File: config.mk
export PLATFORM = sky130hd
export DESIGN_NAME = fetch_pc_ctrl_flat
export DESIGN_NICKNAME = d
export VERILOG_FILES = /design/src/rtl/fetch_pc_if.sv /design/src/rtl/fetch_pc_ctrl.sv /design/src/flat_wrapper.sv
export SDC_FILE = /design/constraint.sdc
export NUM_CORES = 1
export LEC_CHECK = 0
export CAP_MARGIN = 20
export CORE_MARGIN = 2
export CORE_UTILIZATION = 47
export DETAILED_ROUTE_END_ITERATION = 10
export PLACE_DENSITY = 0.82
export SYNTH_ARGS = -nofsm -noshare
export SYNTH_HDL_FRONTEND = slang
export SYNTH_SLANG_ARGS = --single-unit
File: constraint.sdc
create_clock -name clk -period 2.3 [get_ports clk]
set_input_delay 0.46 -clock clk [delete_from_list [all_inputs] [get_ports clk]]
set_output_delay 0.46 -clock clk [all_outputs]
set_load 0.01 [all_outputs]
File: src/rtl/fetch_pc_if.sv
// fetch_pc_if: bundle between the branch-resolution side and the fetch PC
// controller.
//   master : drives Stall, PcSel, BrPC; observes PC, Flush, RedirPending,
//            TargetErr (and RedirCount).
//   slave  : the fetch_pc_ctrl side (inverse directions).
// Optional macro FETCH_REDIR_STATS_EN adds the 16-bit RedirCount signal.
interface fetch_pc_if #(
    parameter int PC_W = 9
);
    logic            Stall;
    logic            PcSel;
    logic [31:0]     BrPC;
    logic [PC_W-1:0] PC;
    logic            Flush;
    logic            RedirPending;
    logic            TargetErr;
`ifdef FETCH_REDIR_STATS_EN
    logic [15:0]     RedirCount;

    modport master (
        output Stall, PcSel, BrPC,
        input  PC, Flush, RedirPending, TargetErr, RedirCount
    );
    modport slave (
        input  Stall, PcSel, BrPC,
        output PC, Flush, RedirPending, TargetErr, RedirCount
    );
`else
    modport master (
        output Stall, PcSel, BrPC,
        input  PC, Flush, RedirPending, TargetErr
    );
    modport slave (
        input  Stall, PcSel, BrPC,
        output PC, Flush, RedirPending, TargetErr
    );
`endif
endinterface

File: src/rtl/fetch_pc_ctrl.sv
// fetch_pc_ctrl: owns the fetch program counter. Advances PC by 4 per cycle,
// redirects it to the branch/jump target on PcSel, parks a redirect that
// arrives during a stall and applies it on release, and generates the
// wrong-path Flush window for the front-end pipeline registers.
// Ports:
//   clk          rising-edge clock
//   reset        asynchronous active-high reset
//   bus (slave)  Stall, PcSel, BrPC in; PC, Flush, RedirPending, TargetErr out
// Parameters: PC_W (PC width), FLUSH_CYCLES (Flush window length, 1..7).
// Optional macro FETCH_REDIR_STATS_EN: adds a saturating 16-bit count of
// applied redirects on bus.RedirCount.
module fetch_pc_ctrl #(
    parameter int PC_W         = 9,
    parameter int FLUSH_CYCLES = 2
) (
    input  logic       clk,
    input  logic       reset,
    fetch_pc_if.slave  bus
);
    typedef enum logic {
        RUN  = 1'b0,
        HOLD = 1'b1
    } state_t;

    localparam logic [2:0] FLUSH_INIT = 3'(FLUSH_CYCLES);

    state_t          state_r;
    logic [PC_W-1:0] pc_r;
    logic [PC_W-1:0] pend_r;
    logic            pend_err_r;
    logic            pending_r;
    logic [2:0]      flush_cnt_r;
    logic            flush_r;
    logic            target_err_r;

    logic [PC_W-1:0] target_s;
    logic            target_err_s;
    logic            apply_s;
    logic [PC_W-1:0] apply_pc_s;
    logic            apply_err_s;

    // Target formation and decision of whether a redirect lands this edge.
    always_comb begin
        target_s     = {bus.BrPC[PC_W-1:2], 2'b00};
        target_err_s = (bus.BrPC[1:0] != 2'b00) || (|bus.BrPC[31:PC_W]);
        apply_s      = 1'b0;
        apply_pc_s   = target_s;
        apply_err_s  = target_err_s;
        case (state_r)
            RUN: begin
                if (bus.PcSel && !bus.Stall) begin
                    apply_s = 1'b1;
                end else begin
                    apply_s = 1'b0;
                end
            end
            HOLD: begin
                if (!bus.Stall) begin
                    apply_s = 1'b1;
                    // A fresh redirect on the release edge supersedes pend.
                    if (!bus.PcSel) begin
                        apply_pc_s  = pend_r;
                        apply_err_s = pend_err_r;
                    end else begin
                        apply_pc_s  = target_s;
                        apply_err_s = target_err_s;
                    end
                end else begin
                    apply_s = 1'b0;
                end
            end
            default: begin
                apply_s = 1'b0;
            end
        endcase
    end

    // RUN/HOLD state machine, PC register and pending-redirect storage.
    always_ff @(posedge clk or posedge reset) begin
        if (reset) begin
            state_r      <= RUN;
            pc_r         <= '0;
            pend_r       <= '0;
            pend_err_r   <= 1'b0;
            pending_r    <= 1'b0;
            target_err_r <= 1'b0;
        end else begin
            target_err_r <= apply_s && apply_err_s;
            case (state_r)
                RUN: begin
                    if (bus.PcSel && bus.Stall) begin
                        pend_r     <= target_s;
                        pend_err_r <= target_err_s;
                        pending_r  <= 1'b1;
                        state_r    <= HOLD;
                    end else if (apply_s) begin
                        pc_r <= apply_pc_s;
                    end else if (!bus.Stall) begin
                        pc_r <= pc_r + PC_W'(4);
                    end else begin
                        pc_r <= pc_r;
                    end
                end
                HOLD: begin
                    if (bus.Stall) begin
                        // Newest redirect wins while still frozen.
                        if (bus.PcSel) begin
                            pend_r     <= target_s;
                            pend_err_r <= target_err_s;
                        end else begin
                            pend_r     <= pend_r;
                        end
                    end else begin
                        pc_r      <= apply_pc_s;
                        pending_r <= 1'b0;
                        state_r   <= RUN;
                    end
                end
                default: begin
                    state_r   <= RUN;
                    pending_r <= 1'b0;
                end
            endcase
        end
    end

    // Flush window counter; runs down independently of Stall.
    always_ff @(posedge clk or posedge reset) begin
        if (reset) begin
            flush_cnt_r <= 3'd0;
            flush_r     <= 1'b0;
        end else if (apply_s) begin
            flush_cnt_r <= FLUSH_INIT;
            flush_r     <= (FLUSH_INIT != 3'd0);
        end else if (flush_cnt_r != 3'd0) begin
            flush_cnt_r <= flush_cnt_r - 3'd1;
            flush_r     <= (flush_cnt_r > 3'd1);
        end else begin
            flush_cnt_r <= 3'd0;
            flush_r     <= 1'b0;
        end
    end

`ifdef FETCH_REDIR_STATS_EN
    logic [15:0] redir_count_r;

    // Saturating count of redirects that actually reached the PC.
    always_ff @(posedge clk or posedge reset) begin
        if (reset) begin
            redir_count_r <= 16'd0;
        end else if (apply_s && (redir_count_r != 16'hFFFF)) begin
            redir_count_r <= redir_count_r + 16'd1;
        end else begin
            redir_count_r <= redir_count_r;
        end
    end

    assign bus.RedirCount = redir_count_r;
`endif

    assign bus.PC           = pc_r;
    assign bus.Flush        = flush_r;
    assign bus.RedirPending = pending_r;
    assign bus.TargetErr    = target_err_r;
endmodule
File: src/flat_wrapper.sv
// flat-port wrapper written by rule: the top's interface ports become plain ports
module fetch_pc_ctrl_flat 
#(
    parameter int PC_W         = 9,
    parameter int FLUSH_CYCLES = 2
)
  (clk, reset, bus_Stall, bus_PcSel, bus_BrPC, bus_PC, bus_Flush, bus_RedirPending, bus_TargetErr);
  fetch_pc_if #(.PC_W(PC_W)) bus_i ();
  input  logic clk;
  input  logic reset;
  input wire logic [$bits(bus_i.Stall)-1:0] bus_Stall;
  input wire logic [$bits(bus_i.PcSel)-1:0] bus_PcSel;
  input wire logic [$bits(bus_i.BrPC)-1:0] bus_BrPC;
  output wire logic [$bits(bus_i.PC)-1:0] bus_PC;
  output wire logic [$bits(bus_i.Flush)-1:0] bus_Flush;
  output wire logic [$bits(bus_i.RedirPending)-1:0] bus_RedirPending;
  output wire logic [$bits(bus_i.TargetErr)-1:0] bus_TargetErr;
  assign bus_i.Stall = bus_Stall;
  assign bus_i.PcSel = bus_PcSel;
  assign bus_i.BrPC = bus_BrPC;
  assign bus_PC = bus_i.PC;
  assign bus_Flush = bus_i.Flush;
  assign bus_RedirPending = bus_i.RedirPending;
  assign bus_TargetErr = bus_i.TargetErr;
  fetch_pc_ctrl #(.PC_W(PC_W), .FLUSH_CYCLES(FLUSH_CYCLES)) u_core (.clk(clk), .reset(reset), .bus(bus_i));
endmodule
### Word-level counts from Yosys, hierarchy flattened

Cells that the tools add are included.

| operators by class | value |
|---|---|
| multiplexer cells | 29 |
| bitwise gates (word level) | 1 |
| reductions and logical operators | 11 |
| equal/unequal tests | 5 |
| $lt $le $gt $ge | 1 |
| $add $sub $neg | 2 |

Operator list:

| kind | number |
|---|---|
| $mux W9 | 8 |
| $pmux W9 S2 | 2 |
| $reduce_or A23 Y1 | 1 |
| $mux W1 | 13 |
| $add A9 B3 Y9 const B | 1 |
| $pmux W1 S2 | 4 |
| $mux W3 | 2 |
| $ne A2 B2 Y1 const B | 3 |
| $reduce_and A2 Y1 | 2 |
| $gt A3 B1 Y1 const B | 1 |
| $logic_and A1 B1 Y1 | 3 |
| $ne A3 B2 Y1 const B | 1 |
| $reduce_and A3 Y1 | 1 |
| $reduce_bool A3 Y1 | 1 |
| $sub A3 B1 Y3 const B | 1 |
| $ne A2 B1 Y1 const B | 1 |
| $reduce_bool A2 Y1 | 1 |
| $logic_not A1 Y1 | 1 |
| $logic_or A1 B1 Y1 | 1 |
| $not A1 Y1 | 1 |

| storage, ports and cells | value |
|---|---|
| output and inout port bits | 12 |
| flip-flop bits (word level) | 26 |

### Longest topological paths before layout

Gate-level depths: netlist of the first run.

| logic depth | value |
|---|---|
| depth in word-level cells | 7 |
| mapped depth | 5 |
| depth with buffers taken out | 4 |

### Worst setup path before layout of the first run

OpenSTA, ideal clock, no wires.

| timing | value |
|---|---|
| kind | flip-flop to flip-flop |
| start | reg u_core.pc_r[2] (netlist: u_core.bus.PC[2]) |
| end | reg u_core.pc_r[8] (netlist: u_core.bus.PC[8]) |
| setup time | 0.099 ns |
| setup slack | 0.911 ns |
| clock period less this slack | 1.389 ns |
| stages on the path, launching flop included | 5 |
| data arrival time | 1.290 ns |
| cell sequence | dfrtp_1 ha_1 and4_1 a32o_1 a311oi_1 |

| between the ends | value |
|---|---|
| cells in the longest elaborated chain, start to end | 5 |

RTL lines:

| what | RTL line | RTL |
|---|---|---|
| start, declared | fetch_pc_ctrl.sv:28 | `logic [PC_W-1:0] pc_r;` |
| start signal, assigned | fetch_pc_ctrl.sv:97 | `pc_r <= apply_pc_s;` |
| start signal, assigned | fetch_pc_ctrl.sv:99 | `pc_r <= pc_r + PC_W'(4);` |
| start signal, assigned | fetch_pc_ctrl.sv:101 | `pc_r <= pc_r;` |
| $add A9 B3 Y9 | fetch_pc_ctrl.sv:99 |  |
| $mux W9 | fetch_pc_ctrl.sv:98 | `end else if (!bus.Stall) begin` |
| $mux W9 | fetch_pc_ctrl.sv:96 | `end else if (apply_s) begin` |
| $mux W9 | fetch_pc_ctrl.sv:91 | `if (bus.PcSel && bus.Stall) begin` |
| $pmux W9 S2 | fetch_pc_ctrl.sv:89 | `case (state_r)` |

No other way between the ends. The select of a mux whose other input is x is not followed.
A chain may end at the register's enable or synchronous reset.

### Final worst setup path of the first run

| timing | value |
|---|---|
| start | reg u_core.pc_r[5] (netlist: u_core.bus.PC[5]) |
| end | out bus_PC[5] |

RTL lines:

| what | RTL line | RTL |
|---|---|---|
| end, declared | flat_wrapper.sv:14 | `output wire logic [$bits(bus_i.PC)-1:0] bus_PC;` |

No word-level cell between the ends.

==> results.md, run 1 <==
* Synthesis-stage register bit count at 26
* Dominant cells by area after synthesis: dfrtp_1 49%, mux2_1 5.9%, ha_1 2.8%
* Initial Utilization at 49.1%
* Result of the run: finished clean
* Total congestion overflow at 0
* Largest area contributor in the netlist: dfrtp_1
* Number of top-level pins at 48
* Area share of the leading cell type in the synthesized netlist at 48.5%
* TritonCTS buffer count at 3
* Static power due to leakage at 0.774 nW
* Row count at 19
* Max-Cap Viols at 0
* Most used DFF post-synth: dfrtp_1
* Number of antenna violations at the first check in global routing at 0
* Count of buffers inserted at the top-level ports at 47
* Period Utilization, post-route at 80.3%
* Core Footprint at 2730 um2
* First-pass GRT wire length at 5130 um
* Hold Violations, Final at 0
* Post-synthesis instance area at 1340 um2
* # Post-CTS Setup Buffers at 0
* Family with the most delay on the worst path: buffers and inverters
* Syn avg cell area at 10.8 um2
* Arrival time of data at the critical path endpoint at 1390 ps
* Final-layout fill cell count at 200
* DRC Markers at 0
* Count of clock tree sinks at 26
* Clock slew seen by the registers of the worst setup and hold paths at 140 ps
* Via count at 1191
* Hold WC Path Type: input pin to asynchronous set/reset pin
* Area after detailed placement at 1830 um2
* Count of flip-flops with a built-in enable after synthesis at 0
* Endpoint type of the worst setup path: output port
* Via count of the first global-routing pass at 1266
* Largest net degree at the start of global routing at 27
* Clk_lat worst skew at 330 ps
* Area grow syn2layout at 40.6%
* DIE HEIGHT at 57.4 um
* Actual slew at the worst max-slew pin at 593 ps
* Final min period at 1850 ps
* Number of diodes at 0
* Post-Route WL at 2990 um
* Hpwl dp at 2270 um
* Slowest-stage cell, CP: clkdlybuf4s50_1
* Clock Skew at 3.76 ps
* Post-cts resize count at 0
* Buffer type at the clock tree root: clkbuf_4
* Maximum fanout along the worst path at 7
* Number of levels the H-tree was split into at 1
* Power per unit of standard cell area at 624 nW/um2
* Die Outline Area at 3300 um2
* Setup repair after global routing missed its margin: no
* Total power consumption of the routed design at 1.18 mW
* Worst supply voltage drop on vdd at 500 uV
* First-pass DRT Iterations at 4
* Leading cell types by count after synthesis: 26 x dfrtp_1, 8 x nor2_1, 7 x mux2_1, 6 x nand2_1, 6 x nor2b_1
* All-Layer GR Usage at 19.7%
* Non-Filler Cell Area, Final at 1890 um2
* Asr flop ratio synth at 100%
* Place WS at 253 ps
* Total negative slack for setup checks at 0 ps
* Crit path setup slack, layout at 454 ps
* Placer's final routability congestion estimate at 0.758
* Sequence of cells on the critical path: clkdlybuf4s50_1
* Fraction of final layout cells with drive strength greater than 1 at 6.94%
* Crit start category: flop
* Syn Inst Count at 124
* Crit path buf inv count at 1
* WL per Instance at 14.7 um
* Longest individual stage delay on the worst path at 580 ps
* Critical path class: flop to output port
* Count of antenna-violating nets left after detailed routing at 0
* Detailed router's first-iteration violation count at 41
* Number of buffers between clock root and the deepest sink at 2
* Fin nets at 213
* Crit path required time at 1840 ps
* Most instantiated library cell after synthesis: dfrtp_1
* Fmax achieved at 542 MHz
* Yosys warning count at 0
* TritonCTS clock tree: yes
* Final Max Slew Viols at 0
* Setup violation total in the final timing report at 0
* Via density at 5.84
* Syn nets at 163
* Chip width at 57.4 um
* Total area of sequential cells at 651 um2
* Multi-input gate area in the final layout at 621 um2
* Synth cell types at 44
* Slew headroom at 60.5%
* Util after Layout at 69.0%
* Post-CTS Hold Buffers at 0
* Part of the Yosys area used for sequential elements at 48.5%
[metrics by stage]
step           instances  hold slack, ps
6_report             204             463
5_1_grt              204             505
4_1_cts              204             479
3_5_place_dp         200             463
3_3_place_gp         200             442
2_1_floorplan        124             431
[cell type report]
type                    count  area share, %
clock buffers               3           1.19
repair buffers             51           26.5
well taps                  31           2.06
clock inverters             1           1.59
multi-input cells          86           32.9
flip-flops and latches     26           34.5
inverters                   6           1.19
[report_power, final]
| part | leakage (nW) | total (mW) | switching (mW) | internal, mW |
|---|---|---|---|---|
| combinational | 0.431 | 0.290 | 0.113 | 0.177 |
| clock | 0.0279 | 0.321 | 0.144 | 0.176 |
| sequential | 0.315 | 0.566 | 0.0542 | 0.512 |
[routing by layer]
metal  wire length (um)  vias up  global-route usage [%]
li1                   -      560                       -
met1               1240      573                    22.5
met2               1480       55                    36.5
met3                241        3                    4.08
met4                 27        0                    5.65
met5                  0        -                       0
[final timing paths]
| path | start | end | slack [ps] | cells past startpoint |
|---|---|---|---|---|
| worst min-delay path | reset | u_core.bus.PC[8] | 460 | 3 |
| worst max-delay path | u_core.bus.PC[5] | bus_PC[5] | 450 | 1 |
| min in group clk | u_core.flush_cnt_r[0] | u_core.flush_cnt_r[0] | 490 | 1 |
| max in group asynchronous | reset | u_core.bus.PC[7] | 1590 | 3 |
| worst min register to register | u_core.flush_cnt_r[0] | u_core.flush_cnt_r[0] | 490 | 1 |
| worst max register to register | u_core.state_r | u_core.bus.PC[7] | 790 | 3 |
[worst register-to-register path, cell delays in order (launching register included)]
cell and delay (ps):
dfrtp_1 750, nor3b_2 320, o21ai_1 100, a32o_1 240
[cell usage in the layout (no fill, tap or decap), types with 2 or more instances in the layout]
| cell type | Yosys | final |
|---|---|---|
| a311oi_1 | 3 | 3 |
| nor2_1 | 8 | 8 |
| clkbuf_4 | 0 | 3 |
| mux2_1 | 7 | 7 |
| a32o_1 | 2 | 2 |
| a21oi_1 | 5 | 5 |
| nor4_1 | 4 | 4 |
| and4_1 | 2 | 2 |
| nor3_1 | 2 | 2 |
| or4_1 | 2 | 2 |
| o21ai_1 | 5 | 5 |
| inv_1 | 5 | 5 |
| a22o_1 | 2 | 2 |
| and2_1 | 3 | 3 |
| ha_1 | 3 | 3 |
| nor4b_1 | 2 | 2 |
| buf_4 | 0 | 4 |
| nor3b_1 | 2 | 2 |
| clkdlybuf4s50_1 | 0 | 47 |
| nand2_1 | 6 | 6 |
| dfrtp_1 | 26 | 26 |
| nor2b_1 | 6 | 6 |
| nand2b_1 | 2 | 2 |
[state kept, by name, summed over array words and instances (netlist names)]
signal / flops
u_core.pend_r: 9
u_core.flush_cnt_r: 3
u_core.bus.PC: 9
u_core.bus.RedirPending: 1
u_core.state_r: 1
u_core.pend_err_r: 1
u_core.bus.TargetErr: 1
u_core.bus.Flush: 1
[cell families (layout without fill, tap and decap cells)]
family | count (synthesis) | in the layout | share of synthesized area (%)
adder cells (fa/ha/maj) | 3 | 3 | 2.80
AO/OA/AOI/OAI | 29 | 29 | 16.0
buffers and inverters | 12 | 61 | 5.22
AND/OR/NAND/NOR | 45 | 45 | 20.1
multiplexers | 9 | 9 | 7.46
flip-flops | 26 | 26 | 48.5
Note: power is estimated with default switching activity, not from simulation.
==> inputs of run 2 (changes only) <==
CORE_UTILIZATION = 44   (was 47)
PLACE_DENSITY = 0.78   (was 0.82)
clock period = 1.9 ns   (was 2.3 ns; I/O delays follow)
==> results.md, run 2 (synthesis results as in run 1) <==
* First-pass DRT Iterations at 5 (+1)
* Number of antenna violations at the first check in global routing at 0 (unchanged)
* Initial Utilization at 45.0% (-4.0 points)
* Commonest non-fill, non-tap cell in the layout: clkdlybuf4s50_1
* Startpoint of the most critical setup path: u_core.bus.PC[5]
* Clock slew seen by the registers of the worst setup and hold paths at 140 ps (about the same)
* Post-CTS Hold Buffers at 0 (unchanged)
* Total area of sequential cells at 651 um2 (unchanged)
* Endpoint type of the worst setup path: output port
* Period Utilization, post-route at 92.4%
* Final min period at 1760 ps
* Worst Setup EP: bus_PC[5]
* Fin nets at 216 (+1.4%)
* Area grow syn2layout at 42.4%
* Worst-case reg-to-reg path depth at 3 (unchanged)
* All-Layer GR Usage at 19.0% (-0.68 points)
* Arrival time of data at the critical path endpoint at 1380 ps (about the same)
* Setup slack of the worst register-to-register path at 380 ps (-410 ps)
* Result of the run: finished clean
* Slew headroom at 58.4% (-2.1 points)
* Row count at 20 (+1)
* Startpoint of the lowest-slack register-to-register path: u_core.state_r
* Maximum fanout along the worst path at 7 (unchanged)
* Fmax achieved at 570 MHz
* Most frequent cells in the layout: 47 x clkdlybuf4s50_1, 26 x dfrtp_1, 8 x nor2_1, 7 x mux2_1, 7 x buf_4
* WL per Instance at 14.9 um (+1.2%)
* DRC Markers at 0 (unchanged)
* Longest individual stage delay on the worst path at 570 ps (about the same)
* Crit path required time at 1520 ps (-320 ps)
* Critical path class: flop to output port
* Max-Cap Viols at 0 (unchanged)
* Critical path depth at 1 (unchanged)
* Crit Reg-Reg Endpoint: u_core.bus.PC[7]
* Hold Violations, Final at 0 (unchanged)
* Clock Skew at 4.40 ps (+0.636 ps)
* Family with the most delay on the worst path: buffers and inverters
* # Post-CTS Setup Buffers at 0 (unchanged)
* Static power due to leakage at 0.788 nW (+1.8%)
* Actual slew at the worst max-slew pin at 624 ps (+31.9 ps)
* Via count of the first global-routing pass at 1120 (-12%)
* Final Max Slew Viols at 0 (unchanged)
* Number of levels the H-tree was split into at 1 (unchanged)
* Number of diodes at 0 (unchanged)
* Post-cts resize count at 0 (unchanged)
* Detailed router's first-iteration violation count at 47 (+15%)
* Placed cells at 205 (+2.5%)
* Slowest-stage cell, CP: clkdlybuf4s50_1
* Setup violation total in the final timing report at 0 (unchanged)
* Setup repair after global routing missed its margin: no
* DIE HEIGHT at 59.2 um (+3.1%)
* Count of buffers inserted at the top-level ports at 47 (unchanged)
* Via count at 1163 (-2.4%)
* Sequence of cells on the critical path: clkdlybuf4s50_1
* First-pass GRT wire length at 5060 um (-1.2%)
* Core Footprint at 2980 um2 (+8.9%)
* Hpwl dp at 2350 um (+3.5%)
* Total negative slack for setup checks at 0 ps (unchanged)
* Placer's final routability congestion estimate at 0.817 (+7.7%)
* Total congestion overflow at 0 (unchanged)
* Count of clock tree sinks at 26 (unchanged)
* Buffer type at the clock tree root: clkbuf_4
* Count of antenna-violating nets left after detailed routing at 0 (unchanged)
* Die Outline Area at 3510 um2 (+6.3%)
* Number of buffers between clock root and the deepest sink at 2 (unchanged)
* Chip width at 59.2 um (+3.1%)
* Via density at 5.56 (-4.7%)
* Post-Route WL at 3110 um (+3.7%)
* Post-layout instance count excluding filler cells at 209 (+2.5%)
* Largest net degree at the start of global routing at 27 (unchanged)
* Fraction of final layout cells with drive strength greater than 1 at 8.52% (+1.6 points)
* Power per unit of standard cell area at 746 nW/um2 (+19%)
* Crit path buf inv count at 1 (unchanged)
* Multi-input gate area in the final layout at 621 um2 (unchanged)
* Final-layout fill cell count at 267 (+34%)
* Number of top-level pins at 48 (unchanged)
* Hold WC Path Type: input pin to asynchronous set/reset pin
* TritonCTS clock tree: yes
* Worst supply voltage drop on vdd at 396 uV (-21%)
* TritonCTS buffer count at 3 (unchanged)
* Crit start category: flop
* Clk_lat worst skew at 320 ps (about the same)
run 2: report_power, final:
| part | switching [mW] | internal, mW | total [mW] | leakage [nW] |
|---|---|---|---|---|
| logic | 0.138 | 0.218 | 0.355 | 0.445 |
| registers | 0.0660 | 0.620 | 0.686 | 0.315 |
| clock network | 0.170 | 0.213 | 0.383 | 0.0279 |
run 2: area by class of cell:
class / count / area share (%)
clock inverters: 1 / 1.57
well taps: 33 / 2.16
multi-input cells: 86 / 32.5
inverters: 6 / 1.18
flip-flops and latches: 26 / 34.1
clock buffers: 3 / 1.18
repair buffers: 54 / 27.4
run 2: worst min path at each step:
| stage | from | endpoint | slack, ps | depth (start not counted) |
|---|---|---|---|---|
| floorplan | reset | u_core.bus.Flush | 420 | 1 |
| global placement | u_core.flush_cnt_r[0] | u_core.flush_cnt_r[0] | 440 | 1 |
| detailed placement | u_core.flush_cnt_r[0] | u_core.flush_cnt_r[0] | 470 | 1 |
| CTS | reset | u_core.pend_r[8] | 410 | 3 |
| global route | reset | u_core.pend_r[8] | 420 | 3 |
| finish | reset | u_core.pend_r[7] | 390 | 3 |
run 2: worst reg2reg max path, stage by stage, from the launching register on:
cell	delay, ps
dfrtp_1	770
nor3b_2	300
o21ai_1	100
a32o_1	250
run 2: layer usage:
layer / GRT usage (%) / vias up / routed length (um)
li1: - / 566 / -
met1: 24.5 / 560 / 1380
met2: 32.3 / 31 / 1540
met3: 1.53 / 6 / 128
met4: 8.44 / 0 / 62
met5: 0 / - / 0
run 2: per-stage QoR:
stage | hold slack [ps] | area, um2 | total power [mW] | setup slack [ps] | utilization, %
after floorplan | 420 | 1340 | 0.857 | 511 | -
after global placement | 441 | 1860 | 1.04 | 54.8 | 62.4
after detailed placement | 465 | 1860 | 1.05 | 29.5 | 62.4
after CTS | 409 | 1910 | 1.43 | 137 | 64.2
after global routing | 419 | 1910 | 1.50 | 88.9 | 64.2
final | 390 | 1910 | 1.42 | 145 | 64.2
